`src/rtl/axicb_pkg.sv`:
```
// Shared constants for the AXI crossbar switch slice.
package axicb_pkg;

    // Number of master-side ports merged by a slave switch
    localparam int MST_NB = 4;

    // Default ID masks: master i owns responses whose ID has bit (4+i) set
    localparam logic [MST_NB-1:0][7:0] MST_ID_MASK_DEF = {8'h80, 8'h40, 8'h20, 8'h10};

    // Isolate the lowest set bit of a request vector (lowest index wins)
    function automatic logic [MST_NB-1:0] lowest_one(input logic [MST_NB-1:0] v);
        lowest_one = v & (~v + MST_NB'(1));
    endfunction

endpackage

```
`src/rtl/axicb_round_robin.sv`:
```
// Round-robin arbiter with a registered pointer and a grant lock.
// The grant is combinational; 'hold' freezes it on the next cycle so a
// presented-but-unaccepted request keeps its grant. REQ_NB must be a power of 2.
module axicb_round_robin
    import axicb_pkg::*;
#(
    parameter int REQ_NB = MST_NB
)(
    input  logic              aclk,
    input  logic              aresetn,
    input  logic              srst,
    input  logic              en,
    input  logic              hold,
    input  logic [REQ_NB-1:0] req,
    output logic [REQ_NB-1:0] gnt
);

    localparam int PW = (REQ_NB > 1) ? $clog2(REQ_NB) : 1;

    logic [PW-1:0] ptr, win, win_q, cur, idx;
    logic          lock, found;

    // First requester at or after the pointer, scanning with wrap-around
    always_comb begin
        win   = ptr;
        found = 1'b0;
        idx   = '0;
        for (int k = REQ_NB - 1; k >= 0; k--) begin
            idx = ptr + PW'(k);
            if (req[idx]) begin
                win   = idx;
                found = 1'b1;
            end
        end
    end

    assign cur = lock ? win_q : win;
    assign gnt = (lock | found) ? (REQ_NB'(1) << cur) : '0;

    // Pointer moves past the winner on each accepted request; lock tracks stalls
    always_ff @(posedge aclk or negedge aresetn) begin
        if (!aresetn) begin
            ptr   <= '0;
            win_q <= '0;
            lock  <= 1'b0;
        end else if (srst) begin
            ptr   <= '0;
            win_q <= '0;
            lock  <= 1'b0;
        end else begin
            lock  <= hold;
            win_q <= cur;
            if (en) ptr <= cur + PW'(1);
        end
    end

endmodule

```
`src/rtl/axicb_scfifo.sv`:
```
// Single-clock FIFO. With PASS_THRU=0 data written in one cycle is visible
// at the head only from the next cycle; PASS_THRU=1 bypasses an empty FIFO.
module axicb_scfifo #(
    parameter int PASS_THRU  = 0,
    parameter int DEPTH_LOG2 = 8,
    parameter int DATA_WIDTH = 4
)(
    input  logic                  aclk,
    input  logic                  aresetn,
    input  logic                  srst,
    input  logic                  push,
    input  logic [DATA_WIDTH-1:0] data_in,
    input  logic                  pull,
    output logic [DATA_WIDTH-1:0] data_out,
    output logic                  empty,
    output logic                  full
);

    localparam int DEPTH = 2 ** DEPTH_LOG2;

    logic [DATA_WIDTH-1:0] mem [DEPTH];
    logic [DEPTH_LOG2-1:0] wr_ptr, rd_ptr;
    logic [DEPTH_LOG2:0]   cnt;
    logic                  wr_en, rd_en, mem_empty;

    // Count never exceeds DEPTH, so its MSB alone flags full
    assign full      = cnt[DEPTH_LOG2];
    assign mem_empty = (cnt == '0);
    assign rd_en     = pull & !mem_empty;

    generate
        if (PASS_THRU != 0) begin : g_pass
            assign wr_en    = push & !full & !(mem_empty & pull);
            assign empty    = mem_empty & !push;
            assign data_out = mem_empty ? data_in : mem[rd_ptr];
        end else begin : g_reg
            assign wr_en    = push & !full;
            assign empty    = mem_empty;
            assign data_out = mem[rd_ptr];
        end
    endgenerate

    // Storage array, no reset needed: only read below the count
    always_ff @(posedge aclk) begin
        if (wr_en) mem[wr_ptr] <= data_in;
    end

    // Pointers and occupancy; push+pop together keeps the count
    always_ff @(posedge aclk or negedge aresetn) begin
        if (!aresetn) begin
            wr_ptr <= '0;
            rd_ptr <= '0;
            cnt    <= '0;
        end else if (srst) begin
            wr_ptr <= '0;
            rd_ptr <= '0;
            cnt    <= '0;
        end else begin
            if (wr_en) wr_ptr <= wr_ptr + 1'b1;
            if (rd_en) rd_ptr <= rd_ptr + 1'b1;
            case ({wr_en, rd_en})
                2'b10:   cnt <= cnt + 1'b1;
                2'b01:   cnt <= cnt - 1'b1;
                default: cnt <= cnt;
            endcase
        end
    end

endmodule

```
`src/rtl/axicb_mst_switch_wr.sv`:
```
// Per-slave write switch: round-robin AW merge, W steered in AW grant order
// through a write-order FIFO, B routed back to the owner by ID mask.
// Optional AXICB_BCH_DROP_EN: accept and discard responses matching no master.
module axicb_mst_switch_wr
    import axicb_pkg::*;
#(
    parameter int                  AXI_ADDR_W       = 8,
    parameter int                  AXI_ID_W         = 8,
    parameter logic [AXI_ID_W-1:0] MST0_ID_MASK     = AXI_ID_W'(MST_ID_MASK_DEF[0]),
    parameter logic [AXI_ID_W-1:0] MST1_ID_MASK     = AXI_ID_W'(MST_ID_MASK_DEF[1]),
    parameter logic [AXI_ID_W-1:0] MST2_ID_MASK     = AXI_ID_W'(MST_ID_MASK_DEF[2]),
    parameter logic [AXI_ID_W-1:0] MST3_ID_MASK     = AXI_ID_W'(MST_ID_MASK_DEF[3]),
    parameter int                  WFIFO_DEPTH_LOG2 = 8,
    parameter int                  AWCH_W           = 8,
    parameter int                  WCH_W            = 8,
    parameter int                  BCH_W            = 8
)(
    input  logic                     aclk,
    input  logic                     aresetn,
    input  logic                     srst,
    input  logic [MST_NB-1:0]        i_awvalid,
    output logic [MST_NB-1:0]        i_awready,
    input  logic [MST_NB*AWCH_W-1:0] i_awch,
    input  logic [MST_NB-1:0]        i_wvalid,
    output logic [MST_NB-1:0]        i_wready,
    input  logic [MST_NB-1:0]        i_wlast,
    input  logic [MST_NB*WCH_W-1:0]  i_wch,
    output logic [MST_NB-1:0]        i_bvalid,
    input  logic [MST_NB-1:0]        i_bready,
    output logic [BCH_W-1:0]         i_bch,
    output logic                     o_awvalid,
    input  logic                     o_awready,
    output logic [AWCH_W-1:0]        o_awch,
    output logic                     o_wvalid,
    input  logic                     o_wready,
    output logic                     o_wlast,
    output logic [WCH_W-1:0]         o_wch,
    input  logic                     o_bvalid,
    output logic                     o_bready,
    input  logic [BCH_W-1:0]         o_bch,
    output logic                     o_bdrop
);

    localparam logic [MST_NB-1:0][AXI_ID_W-1:0] ID_MASK =
        {MST3_ID_MASK, MST2_ID_MASK, MST1_ID_MASK, MST0_ID_MASK};

    logic [MST_NB-1:0]   aw_gnt, wf_head, b_hit, b_tgt;
    logic                wf_full, wf_empty, aw_hs, aw_hold, w_pop;
    logic [AWCH_W-1:0]   awch_sel;
    logic [WCH_W-1:0]    wch_sel;
    logic [AXI_ID_W-1:0] bid;

    // ---------------- AW merge ----------------
    axicb_round_robin #(.REQ_NB(MST_NB)) u_aw_arb (
        .aclk    (aclk),
        .aresetn (aresetn),
        .srst    (srst),
        .en      (aw_hs),
        .hold    (aw_hold),
        .req     (i_awvalid),
        .gnt     (aw_gnt)
    );

    assign o_awvalid = |(i_awvalid & aw_gnt) & !wf_full;
    assign i_awready = aw_gnt & {MST_NB{o_awready & !wf_full}};
    assign aw_hs     = o_awvalid & o_awready;
    assign aw_hold   = o_awvalid & !o_awready;

    // One-hot mux of the granted AW payload
    always_comb begin
        awch_sel = '0;
        for (int i = 0; i < MST_NB; i++)
            if (aw_gnt[i]) awch_sel |= i_awch[i*AWCH_W +: AWCH_W];
    end

    // Address field and any upper fields (ID, attributes) pass through as-is
    assign o_awch[AXI_ADDR_W-1:0] = awch_sel[AXI_ADDR_W-1:0];
    generate
        if (AWCH_W > AXI_ADDR_W) begin : g_aw_hi
            assign o_awch[AWCH_W-1:AXI_ADDR_W] = awch_sel[AWCH_W-1:AXI_ADDR_W];
        end
    endgenerate

    // ---------------- W ordering ----------------
    axicb_scfifo #(
        .PASS_THRU  (0),
        .DEPTH_LOG2 (WFIFO_DEPTH_LOG2),
        .DATA_WIDTH (MST_NB)
    ) u_wfifo (
        .aclk     (aclk),
        .aresetn  (aresetn),
        .srst     (srst),
        .push     (aw_hs),
        .data_in  (aw_gnt),
        .pull     (w_pop),
        .data_out (wf_head),
        .empty    (wf_empty),
        .full     (wf_full)
    );

    assign o_wvalid = !wf_empty & |(i_wvalid & wf_head);
    assign i_wready = wf_head & {MST_NB{!wf_empty & o_wready}};
    assign o_wlast  = |(i_wlast & wf_head);
    assign w_pop    = o_wvalid & o_wready & o_wlast;
    assign o_wch    = wch_sel;

    // One-hot mux of the W payload from the head master
    always_comb begin
        wch_sel = '0;
        for (int i = 0; i < MST_NB; i++)
            if (wf_head[i]) wch_sel |= i_wch[i*WCH_W +: WCH_W];
    end

    // ---------------- B routing ----------------
    assign bid   = o_bch[AXI_ID_W-1:0];
    assign b_tgt = lowest_one(b_hit);
    assign i_bch = o_bch;
    assign i_bvalid = b_tgt & {MST_NB{o_bvalid}};

    // Which masters claim the current response ID
    always_comb begin
        b_hit = '0;
        for (int i = 0; i < MST_NB; i++)
            b_hit[i] = |(bid & ID_MASK[i]);
    end

`ifdef AXICB_BCH_DROP_EN
    logic bdrop_q;
    assign o_bready = (|b_hit) ? |(i_bready & b_tgt) : 1'b1;
    assign o_bdrop  = bdrop_q;

    // Flag each discarded response for one cycle
    always_ff @(posedge aclk or negedge aresetn) begin
        if (!aresetn)  bdrop_q <= 1'b0;
        else if (srst) bdrop_q <= 1'b0;
        else           bdrop_q <= o_bvalid & ~|b_hit;
    end
`else
    assign o_bready = |(i_bready & b_tgt);
    assign o_bdrop  = 1'b0;
`endif

endmodule

```
`config.mk`:
```
export PLATFORM = sky130hd
export DESIGN_NAME = axicb_mst_switch_wr
export DESIGN_NICKNAME = d
export VERILOG_FILES = /design/src/rtl/axicb_pkg.sv /design/src/rtl/axicb_round_robin.sv /design/src/rtl/axicb_scfifo.sv /design/src/rtl/axicb_mst_switch_wr.sv
export SDC_FILE = /design/constraint.sdc
export NUM_CORES = 1
export LEC_CHECK = 0
export BUFFER_PORTS_ARGS = -buffer_cell sky130_fd_sc_hd__buf_4
export CAP_MARGIN = 20
export CORE_AREA = 4 4 226 338
export CTS_CLUSTER_SIZE = 24
export DETAILED_ROUTE_END_ITERATION = 10
export DIE_AREA = 0 0 230 342
export PLACE_DENSITY_LB_ADDON = 0.05
export SLEW_MARGIN = 5
export SYNTH_ARGS = -nofsm -noshare
export SYNTH_HDL_FRONTEND = slang
export SYNTH_SLANG_ARGS = --single-unit
export TNS_END_PERCENT = 100
```
`constraint.sdc`:
```
create_clock -name aclk -period 33.9 [get_ports aclk]
set_clock_uncertainty 0.05 [all_clocks]
set_input_delay 1.695 -clock aclk [delete_from_list [all_inputs] [get_ports aclk]]
set_output_delay 1.695 -clock aclk [all_outputs]
set_load 0.005 [all_outputs]
```
==> results of run 1 <==
## per-layer routing
metal | track usage | wire length (um) | vias to the layer above
met5 | 0 | 0 | -
met4 | 0.109 | 4660 | 0
met3 | 0.0526 | 8550 | 253
met2 | 0.491 | 57400 | 1144
met1 | 0.357 | 40400 | 12400
li1 | - | - | 10100
## how the worst max path moves through the flow
stage                            from           endpoint  slack (ns)  depth (start not counted)
CTS                 u_wfifo.rd_ptr[0]            o_wlast       25.13                         13
detailed placement  u_wfifo.rd_ptr[0]     u_wfifo.cnt[8]       25.32                         22
global placement    u_wfifo.rd_ptr[0]     u_wfifo.cnt[8]       25.40                         22
global route        u_wfifo.rd_ptr[0]     u_wfifo.cnt[8]       24.54                         22
finish              u_wfifo.rd_ptr[0]            o_wlast       25.22                         13
floorplan                i_awvalid[1]  u_wfifo.mem[0][0]       19.22                          6
## synthesized netlist by cell type, types with 30 or more instances
cell,count
sky130_fd_sc_hd__edfxtp_1,1024
sky130_fd_sc_hd__nor2_1,313
sky130_fd_sc_hd__mux4_2,194
sky130_fd_sc_hd__mux2i_1,169
sky130_fd_sc_hd__nand2_1,82
sky130_fd_sc_hd__clkbuf_1,78
sky130_fd_sc_hd__a21oi_1,53
sky130_fd_sc_hd__buf_2,45
sky130_fd_sc_hd__o21ai_0,35
sky130_fd_sc_hd__a22oi_1,33
sky130_fd_sc_hd__a211oi_1,30
sky130_fd_sc_hd__buf_4,30
sky130_fd_sc_hd__dfrtp_1,30
## stage by stage
stage / util / cell area [um^2]
3_3_place_gp: 0.615 / 45300
4_1_cts: 0.656 / 48200
5_1_grt: 0.656 / 48300
2_1_floorplan: - / 43600
6_report: 0.656 / 48300
3_5_place_dp: 0.615 / 45300
## power breakdown
group	switching, mW	total, mW	internal [mW]
Clock	0.467	1.05	0.581
Sequential	0.0174	1.52	1.51
Combinational	0.280	0.471	0.191
Total	0.764	3.04	2.28
## worst max-delay path, cell delays in order, from the launching register on
cell	delay [ns]
sky130_fd_sc_hd__dfrtp_4	0.93
sky130_fd_sc_hd__buf_4	0.79
sky130_fd_sc_hd__buf_12	0.53
sky130_fd_sc_hd__buf_4	0.64
sky130_fd_sc_hd__mux4_2	0.58
sky130_fd_sc_hd__mux2i_1	0.27
sky130_fd_sc_hd__o221ai_1	0.15
sky130_fd_sc_hd__o32a_1	0.42
sky130_fd_sc_hd__mux2i_1	0.79
sky130_fd_sc_hd__nor2_2	0.09
sky130_fd_sc_hd__nor3b_4	0.22
sky130_fd_sc_hd__buf_4	0.39
sky130_fd_sc_hd__inv_4	0.10
sky130_fd_sc_hd__buf_4	0.16
## sequential cells by signal, indices dropped and copies added, names as in the netlist
signal / cells
u_aw_arb.lock: 1
u_aw_arb.ptr: 2
u_aw_arb.win_q: 2
u_wfifo.cnt: 9
u_wfifo.mem: 1024
u_wfifo.rd_ptr: 8
u_wfifo.wr_ptr: 8
## final cells by class
cell class	count	area, um^2	area share
multi-input combinational	1230	11100	0.230
clock inverter	54	522	0.0108
tap	992	1240	0.0257
inverter	24	92.6	0.00192
timing repair buffer	167	1320	0.0274
sequential	1054	31500	0.653
clock buffer	111	2460	0.0509
## cell families after synthesis
| logic type | share of synthesized area |
|---|---|
| xor gates and xnor gates | 0.00261 |
| and+or+nand+nor | 0.0559 |
| DFF | 0.723 |
| other | 0.0000861 |
| AOI/OAI and AO/OA | 0.0460 |
| muxes | 0.144 |
| buffers and inverters | 0.0242 |
| adders and majority gates | 0.00391 |
==> impl_results.md, run 1 <==
- Clock tree from TritonCTS: built
- Starting Density: 0.592
- Power consumption: 3.04 mW
- First DRT Iteration DRCs: 2576
- GRT Resource Usage Total: 0.283
- Post-cts resize count: 0
- Startpoint-to-endpoint class of the critical path: register to output pin
- Average size of a mapped cell: 17.5 um^2
- Finished Layout Cells: 3632
- Fraction of registers with async set or reset after synthesis: 0.0285
- Number of I/O pins: 135
- Peak supply drop: 43.9 uV
- X dimension of the die: 230 um
- Synth Warn #: 0
- Leading register cell type out of synthesis: sky130_fd_sc_hd__edfxtp_1
- Number of buffer cells added on primary ports: 125
- Highest-count cells in the layout ignoring fill and taps: 1024 x sky130_fd_sc_hd__edfxtp_1, 308 x sky130_fd_sc_hd__nor2_1, 194 x sky130_fd_sc_hd__mux4_2
- Worst reg2reg path endpoint: u_wfifo.cnt[8]
- Leakage dissipation: 15.1 nW
- Portion of the clock cycle consumed by the worst path in the final layout: 0.256
- Post-route setup slack: 25.22 ns
- Reg-to-reg critical path startpoint: u_wfifo.rd_ptr[0]
- Sum of negative setup slack: 0 ns
- Buffer levels on the longest clock path: 3
- Unrepaired setup endpoints after global routing: false
- Leading post-synthesis cells by cell area: sky130_fd_sc_hd__edfxtp_1 71%, sky130_fd_sc_hd__mux4_2 10%, sky130_fd_sc_hd__mux2i_1 3.9%
- Post-route DRC: 0
- Layout cell share with drive strength beyond 1: 0.213
- Worst Tran Pin Value: 1.11 ns
- Growth of design area from synthesis to finish: 10.8%
- Yosys top cell area share: 0.706
- Routed vias: 23.9k
- Final min period: 8.68 ns
- Dpl hpwl: 67.7 mm
- Worst endpoint data arrival time: 6.94 ns
- Fillers: 5034
- #FFs+latches synth: 1054
- Post-synth EDFFs: 1024
- Setup-violating endpoint count in the final report: 0
- Sequential cell area fraction in the yosys report: 0.723
- Antenna violations before repair: 1
- Hold Fails Final Rpt: 0
- CTS Root Cell: sky130_fd_sc_hd__clkbuf_16
- Leading cell type in the layout, fill and taps excluded: sky130_fd_sc_hd__edfxtp_1
- Cts hold-fix bufs: 0
- Worst hold slack after final layout: 0.556 ns
- Kind of end point of the critical path: output pin
- H-Tree Level Count: 3
- Status: completed
- Max Fanout on Critical Path: 81
- Synth Cell Area: 43600 um^2
- Total power divided by cell area: 63.0 nW/um^2
- Fmax: 115 MHz
- Remaining antenna violation count: 0
- Routed Wire Length: 111 mm
- Core box area: 73600 um^2
- Final #Nets: 2677
- Number of max-slew violations in the final report: 0
- Library cell with the largest summed area after synthesis: sky130_fd_sc_hd__edfxtp_1
- Worst Reg-to-Reg Cells: 22
- Drt via density: 6.58
- Clock input transition at the sequential cells of the worst setup and hold paths: 0.07 ns
- Path type of the worst min-delay path: register to register
- Number of post-CTS setup repair buffers: 0
- Dpl cells: 3466
- DR pass1 iterations: 7
- Clock latency on the worst-skew pair: 0.67 ns
- Hold Startpoint: u_wfifo.cnt[8]
- Critical path required time: 32.15 ns
- Net count of the mapped netlist: 2591
- Number of global-route vias before repair: 24.3k
- Max transition margin: 0.258
- Overall overflow remaining after global route: 0
- Die area: 78700 um^2
- Hold Path End: u_aw_arb.lock
- Largest net degree at the start of global routing: 227
- Number of stages on the worst hold path: 1
- Worst-case setup slack after placement: 25.32 ns
- Inserted Clock Buffers: 93
- Number of maximum-capacitance constraint violations: 0
- Row cnt: 122
- Number of clock sinks: 1054
- Type of element launching the critical path: register
- Average routed wire per standard cell: 30.6 um
- Register-to-register path setup slack: 25.36 ns
- Post-Syn Instances: 2484
- Routability Congestion: 0.921
- Die Span Y: 342 um
- Wire length of the first global-routing pass: 163 mm
- Diodes inserted: 0
- Number of different library cells in the post-synthesis netlist: 75
No activity file was read; power rests on OpenSTA's default activity.
==> run 2, diff against run 1 <==
CORE_AREA = 4 4 233 349   (was 4 4 226 338)
DIE_AREA = 0 0 237 353   (was 0 0 230 342)
clock period = 7.9 ns   (was 33.9 ns; I/O delays follow)
==> run 2 against run 1 <==
Non-clock buffer count increased by 18. Final cell count increased by 1.8%. Critical path depth increased by 7. Via count decreased by 0.35%. Worst hold slack got worse by 0.46 ns.
==> impl_results.md, run 2 (synthesized netlist as in run 1, its figures left out) <==
- Sum of negative setup slack: 0 ns (unchanged)
- Number of flip-flops in the largest register: 1024 (unchanged)
- Diodes inserted: 0 (unchanged)
- GRT Resource Usage Total: 0.273 (was 0.283)
- Buffer levels on the longest clock path: 3 (unchanged)
- Final min period: 7.02 ns
- Number of buffer cells added on primary ports: 125 (unchanged)
- Worst endpoint data arrival time: 7.56 ns (was 6.94 ns)
- Utilization after layout: 0.622 (was 0.656)
- Number of post-CTS setup repair buffers: 0 (unchanged)
- Antenna violations before repair: 1 (unchanged)
- Clock input transition at the sequential cells of the worst setup and hold paths: 0.07 ns (about the same)
- Number of clock sinks: 1054 (unchanged)
- Startpoint-to-endpoint class of the critical path: register to register (was register to output pin)
- Portion of the clock cycle consumed by the worst path in the final layout: 0.888
- Unrepaired setup endpoints after global routing: false (unchanged)
- Number of maximum-capacitance constraint violations: 0 (unchanged)
- Kind of end point of the critical path: register (was output pin)
- Inserted Clock Buffers: 96 (was 93)
- Total power divided by cell area: 276 nW/um^2 (was 63.0 nW/um^2)
- Final #Nets: 2698 (was 2677)
- Number of I/O pins: 135 (unchanged)
- CTS Root Cell: sky130_fd_sc_hd__clkbuf_16 (unchanged)
- DR pass1 iterations: 6 (was 7)
- First DRT Iteration DRCs: 2315 (was 2576)
- Core box area: 78400 um^2 (was 73600 um^2)
- Max Fanout on Critical Path: 29 (was 81)
- Routed Wire Length: 115 mm (was 111 mm)
- Dpl hpwl: 71.5 mm (was 67.7 mm)
- Path type of the worst min-delay path: input port to register (was register to register)
- X dimension of the die: 237 um (was 230 um)
- Setup-violating endpoint count in the final report: 0 (unchanged)
- Worst Tran Pin Value: 1.38 ns (was 1.11 ns)
- Die Span Y: 353 um (was 342 um)
- Wire length of the first global-routing pass: 168 mm (was 163 mm)
- Die area: 83700 um^2 (was 78700 um^2)
- Routability Congestion: 0.951 (was 0.921)
- Highest-count cells in the layout ignoring fill and taps: 1024 x sky130_fd_sc_hd__edfxtp_1, 308 x sky130_fd_sc_hd__nor2_1, 194 x sky130_fd_sc_hd__mux4_2 (unchanged)
- Clock tree from TritonCTS: built (unchanged)
- Leakage dissipation: 15.3 nW (was 15.1 nW)
- Largest registers in the final layout: u_wfifo.mem x1024, u_wfifo.cnt x9 (unchanged)
- Average routed wire per standard cell: 31.0 um (was 30.6 um)
- Post-cts resize count: 0 (unchanged)
- Post-route DRC: 0 (unchanged)
- Type of element launching the critical path: register (unchanged)
- Growth of design area from synthesis to finish: 11.9% (was 10.8%)
- Reg with most FFs: u_wfifo.mem (unchanged)
- Starting Density: 0.556 (was 0.592)
- Number of stages on the worst hold path: 2 (was 1)
- Overall overflow remaining after global route: 0 (unchanged)
- Critical path required time: 8.44 ns (was 32.15 ns)
- H-Tree Level Count: 3 (unchanged)
- Drt via density: 6.45 (was 6.58)
- Routed vias: 23.8k (was 23.9k)
- Power consumption: 13.4 mW (was 3.04 mW)
- Number of max-slew violations in the final report: 0 (unchanged)
- Row cnt: 126 (was 122)
- Status: completed (unchanged)
- Layout cell share with drive strength beyond 1: 0.217 (was 0.213)
- Largest net degree at the start of global routing: 257 (was 227)
- Hold Fails Final Rpt: 0 (unchanged)
- Number of global-route vias before repair: 24.8k (was 24.3k)
- Fmax: 143 MHz
- Max transition margin: 0.0783 (was 0.258)
- Worst Reg-to-Reg Cells: 20 (was 22)
- Remaining antenna violation count: 0 (unchanged)
- Peak supply drop: 173 uV (was 43.9 uV)
- Leading cell type in the layout, fill and taps excluded: sky130_fd_sc_hd__edfxtp_1 (unchanged)
- Cts hold-fix bufs: 2 (was 0)
- Clock latency on the worst-skew pair: 0.67 ns (about the same)
run 2: cell count changes in the layout (fill, tap and decap cells not counted), sizes merged:
cell	delta
clkinvlp	+1
bufinv	+6
buf	+16
clkbuf	+6
dlygate4sd3	+2
clkinv	+1
run 2: final timing paths:
path,startpoint,end,slack (ns)
hold reg to reg,u_wfifo.wr_ptr[3],u_wfifo.wr_ptr[3],0.57
setup reg to reg,u_wfifo.rd_ptr[0],u_wfifo.cnt[8],0.88
hold / removal,srst,u_wfifo.wr_ptr[3],0.10
setup / recovery,u_wfifo.rd_ptr[0],u_wfifo.cnt[8],0.88
max in group asynchronous,aresetn,u_wfifo.rd_ptr[1],7.26
min in group asynchronous,aresetn,u_wfifo.wr_ptr[1],0.18
run 2: routing by layer:
layer	up-vias	share of wire	track usage
met2	1003	0.52	0.473
met5	-	0	0
met4	0	0.048	0.122
met1	12400	0.37	0.345
met3	246	0.066	0.0398
li1	10100	-	-
run 2: final cells by class:
class                      instances  area [um^2]
sequential                      1054        31500
fill                            5509        29600
multi-input combinational       1230        11100
clock buffer                     117         2540
timing repair buffer             185         1530
tap                             1024         1280
clock inverter                    62          671
inverter                          24         92.6
run 2: through the flow:
stage                     instance area (um^2)  cells  setup slack (ns)  hold WS (ns)
after CTS                                48800   3696              1.02        0.0581
after global placement                   45500   3515              1.11         0.314
after floorplan                          43600   2484             0.991        0.0494
after global routing                     48800   3696             0.596        0.0998
final                                    48800   3696             0.885         0.100
after detailed placement                 45500   3515              1.08         0.323
run 2: worst max-delay path: stages (launching register included):
cell and delay [ns]:
sky130_fd_sc_hd__dfrtp_4 0.86, sky130_fd_sc_hd__nand3_1 0.65, sky130_fd_sc_hd__o221ai_1 0.49, sky130_fd_sc_hd__a21oi_1 0.09
sky130_fd_sc_hd__a211o_1 0.37, sky130_fd_sc_hd__a221oi_1 0.69, sky130_fd_sc_hd__a21o_1 0.41, sky130_fd_sc_hd__and2_1 0.30
sky130_fd_sc_hd__o41ai_4 0.11, sky130_fd_sc_hd__nor3_1 0.86, sky130_fd_sc_hd__ha_1 0.42, sky130_fd_sc_hd__a21o_1 0.20
sky130_fd_sc_hd__a21oi_1 0.22, sky130_fd_sc_hd__o21bai_1 0.10, sky130_fd_sc_hd__a21oi_1 0.22, sky130_fd_sc_hd__nor2b_1 0.07
sky130_fd_sc_hd__o21ai_0 0.14, sky130_fd_sc_hd__nand2b_1 0.11, sky130_fd_sc_hd__nor4_1 0.27, sky130_fd_sc_hd__nand3_1 0.14
sky130_fd_sc_hd__nand3_1 0.11
run 2: where the power goes:
part | internal, mW | switching [mW] | leakage [nW]
combinational | 0.838 | 1.30 | 4.01
clock | 2.75 | 2.01 | 1.56
sequential | 6.47 | 0.0732 | 9.72
==> run 3, diff against run 2 <==
MAX_ROUTING_LAYER = met4   (was default)
TNS_END_PERCENT = 10   (was 100)
==> run 3 against run 2 <==
Design area fell by 0.22%. Worst hold slack improved by 0.0057 ns. First-iteration DRC count rose by 7.1%. Critical endpoint is now u_wfifo.cnt[7]. Sequential cell count did not move. Final cell count barely moved. Core utilization fell by 0.14 points. Maximum frequency rose by 5.6%. Clock power fell by 4.4%.
==> impl_results.md, run 3 (synthesized netlist as in run 1, its figures left out) <==
- Sum of negative setup slack: 0 ns (unchanged)
- Hold Fails Final Rpt: 0 (unchanged)
- Comb pwr share: 0.160 (was 0.159)
- Number of clock sinks: 1054 (unchanged)
- Drt via density: 6.45 (about the same)
- Worst reg2reg path endpoint: u_wfifo.cnt[7] (was u_wfifo.cnt[8])
- Number of I/O pins: 135 (unchanged)
- GRT Resource Usage Total: 0.281 (was 0.273)
- Reg-to-reg critical path startpoint: u_wfifo.rd_ptr[3] (was u_wfifo.rd_ptr[0])
- Overall overflow remaining after global route: 0 (unchanged)
- Post-route DRC: 0 (unchanged)
- Worst-case setup slack after placement: 1.25 ns (was 1.08 ns)
- Number of buffer cells added on primary ports: 125 (unchanged)
- Design internal power: 9.84 mW (was 10.1 mW)
- Max transition margin: 0.271 (was 0.0783)
- Number of global-route vias before repair: 24.8k (about the same)
- Startpoint-to-endpoint class of the critical path: register to register (unchanged)
- Remaining antenna violation count: 0 (unchanged)
- Growth of design area from synthesis to finish: 11.6% (was 11.9%)
- Starting Density: 0.556 (unchanged)
- Final min period: 6.65 ns (was 7.02 ns)
- Number of stages on the worst hold path: 2 (unchanged)
- Cell at the slowest stage of the critical path: sky130_fd_sc_hd__dfrtp_1 (was sky130_fd_sc_hd__dfrtp_4)
- Portion of the clock cycle consumed by the worst path in the final layout: 0.841 (was 0.888)
- Path type of the worst min-delay path: input port to register (unchanged)
- Worst stage delay on the critical path: 0.91 ns (was 0.86 ns)
- Fmax: 150 MHz (was 143 MHz)
- Leading cell type in the layout, fill and taps excluded: sky130_fd_sc_hd__edfxtp_1 (unchanged)
- Leakage dissipation: 15.3 nW (about the same)
- Share of power burned in registers: 0.496 (was 0.486)
- Inserted Clock Buffers: 95 (was 96)
- Highest-count cells in the layout ignoring fill and taps: 1024 x sky130_fd_sc_hd__edfxtp_1, 309 x sky130_fd_sc_hd__nor2_1, 194 x sky130_fd_sc_hd__mux4_2 (was 1024 x sky130_fd_sc_hd__edfxtp_1, 308 x sky130_fd_sc_hd__nor2_1, 194 x sky130_fd_sc_hd__mux4_2)
- Series of cell instances along the critical path: nand3b_1 -> o221ai_1 -> a211oi_1 -> a211oi_1 -> a2bb2oi_1 -> a21o_1 -> and2_1 -> o41ai_4 -> nor3_1 -> buf_4 -> ha_1 -> a21o_1 -> a21oi_1 -> o21bai_1 -> a21oi_1 -> o21bai_1 -> a21oi_1 -> xor2_1 -> nor3_1 -> o21ai_0 -> nand4_1 (was nand3_1 -> o221ai_1 -> a21oi_1 -> a211o_1 -> a221oi_1 -> a21o_1 -> and2_1 -> o41ai_4 -> nor3_1 -> ha_1 -> a21o_1 -> a21oi_1 -> o21bai_1 -> a21oi_1 -> nor2b_1 -> o21ai_0 -> nand2b_1 -> nor4_1 -> nand3_1 -> nand3_1)
- Die area: 83700 um^2 (unchanged)
- Utilization after layout: 0.621 (was 0.622)
- Largest net degree at the start of global routing: 205 (was 257)
- Critical path required time: 8.39 ns (was 8.44 ns)
- Clock tree from TritonCTS: built (unchanged)
- Final #Nets: 2701 (was 2698)
- Post-layout instance area: 48600 um^2 (was 48800 um^2)
- Post-route setup slack: 1.25 ns (was 0.885 ns)
- Worst Reg-to-Reg Cells: 21 (was 20)
- Type of element launching the critical path: register (unchanged)
- Proportion of total power due to net switching: 0.256 (was 0.252)
- First DRT Iteration DRCs: 2480 (was 2315)
- H-Tree Level Count: 3 (unchanged)
- DR pass1 iterations: 7 (was 6)
- Die Span Y: 353 um (unchanged)
- Clock input transition at the sequential cells of the worst setup and hold paths: 0.07 ns (about the same)
- Part of the total power dissipated in the clock network: 0.345 (was 0.355)
- Antenna violations before repair: 2 (was 1)
- Worst Tran Pin Value: 1.09 ns (was 1.38 ns)
- Hold Path End: u_aw_arb.ptr[0] (was u_wfifo.wr_ptr[3])
- Hold Startpoint: srst (unchanged)
- Largest registers in the final layout: u_wfifo.mem x1024, u_wfifo.cnt x9 (unchanged)
- Register-to-register path setup slack: 1.25 ns (was 0.88 ns)
- Routed Wire Length: 115 mm (about the same)
- Worst endpoint data arrival time: 7.13 ns (was 7.56 ns)
- Top cell by count, worst path: sky130_fd_sc_hd__a21oi_1
- Reg with most FFs: u_wfifo.mem (unchanged)
- Kind of end point of the critical path: register (unchanged)
- Clock latency on the worst-skew pair: 0.68 ns (was 0.67 ns)
- Layout cell share with drive strength beyond 1: 0.218 (was 0.217)
- Switching Power: 3.39 mW (about the same)
- Number of maximum-capacitance constraint violations: 0 (unchanged)
- Number of max-slew violations in the final report: 0 (unchanged)
- Peak supply drop: 179 uV (was 173 uV)
- Unrepaired setup endpoints after global routing: false (unchanged)
- Buffer levels on the longest clock path: 3 (unchanged)
- Dpl hpwl: 71.1 mm (was 71.5 mm)
- Max Fanout on Critical Path: 17 (was 29)
- Average routed wire per standard cell: 31.0 um (about the same)
- Routed vias: 23.8k (about the same)
- Routability Congestion: 0.949 (was 0.951)
- Wire length of the first global-routing pass: 168 mm (about the same)
- Number of flip-flops in the largest register: 1024 (unchanged)
- Cell area reported after detailed placement: 45500 um^2 (about the same)
- Status: completed (unchanged)
- Core box area: 78400 um^2 (unchanged)
- Total power divided by cell area: 272 nW/um^2 (was 276 nW/um^2)
- X dimension of the die: 237 um (unchanged)
- CTS Root Cell: sky130_fd_sc_hd__clkbuf_16 (unchanged)
- Number of post-CTS setup repair buffers: 0 (unchanged)
- Setup-violating endpoint count in the final report: 0 (unchanged)
- Row cnt: 126 (unchanged)
run 3: changes by cell type in the layout (fill, tap and decap cells not counted), sizes merged:
cell      before  now
inv           26   25
bufinv        14    7
clkbuf       117  115
clkinv        40   46
clkinvlp       6    7
buf          183  187
diode          0    1
run 3: how the worst max path moves through the flow:
stage / startpoint / end / cells after the start
final: u_wfifo.rd_ptr[3] / u_wfifo.cnt[7] / 21
after global routing: u_wfifo.rd_ptr[0] / u_wfifo.cnt[8] / 22
after CTS: u_wfifo.rd_ptr[0] / u_wfifo.cnt[8] / 21
after detailed placement: u_wfifo.rd_ptr[0] / u_wfifo.cnt[8] / 21
after global placement: u_wfifo.rd_ptr[0] / u_wfifo.cnt[8] / 20
after floorplan: u_aw_arb.ptr[0] / u_wfifo.mem[0][1] / 6
run 3: worst max-delay path: cells and delay by family (launching register included):
| family | cells | cell delay, ns |
|---|---|---|
| buf+inv | 1 | 0.26 |
| fa+ha+maj | 1 | 0.24 |
| simple gates | 5 | 1.66 |
| flops | 1 | 0.91 |
| compound gates | 13 | 3.19 |
| xor+xnor | 1 | 0.20 |
run 3: power groups by stage:
stage / Clock, mW / Sequential, mW / Combinational [mW]
6_report: 4.56 / 6.55 / 2.11
5_1_grt: 4.86 / 6.56 / 2.26
4_1_cts: 4.62 / 6.55 / 2.14
3_5_place_dp: 0 / 6.67 / 2.13
3_3_place_gp: 0 / 6.67 / 2.08
2_1_floorplan: 0 / 6.68 / 1.48
run 3: layout make-up:
cell class / instances / area [um^2]
repair buffers: 189 / 1580
clock inverters: 61 / 544
diodes: 1 / 2.50
fillers: 5592 / 29700
flip-flops and latches: 1054 / 31500
multi-input cells: 1230 / 11100
clock buffers: 115 / 2510
inverters: 24 / 92.6
well taps: 1024 / 1280
run 3: repair_timing:
item,CTS,global route
hold buffers,2,0
gates resized for setup,0,0
endpoints found under the hold margin,31,0
run 3: through the flow:
stage	total power, mW	cells	hold WS (ns)
2_1_floorplan	8.15	2484	0.0494
3_3_place_gp	8.75	3517	0.323
3_5_place_dp	8.80	3518	0.323
4_1_cts	13.3	3696	0.0596
5_1_grt	13.7	3698	0.120
6_report	13.2	3698	0.106
run 3: routing by layer:
metal | up-vias | GRT usage | routed length [um] | share of wire
met3 | 292 | 0.0400 | 7020 | 0.061
met1 | 12400 | 0.344 | 42200 | 0.37
met5 | - | - | 0 | 0
met2 | 1004 | 0.471 | 59700 | 0.52
met4 | 0 | 0.123 | 5810 | 0.051
li1 | 10200 | - | - | -
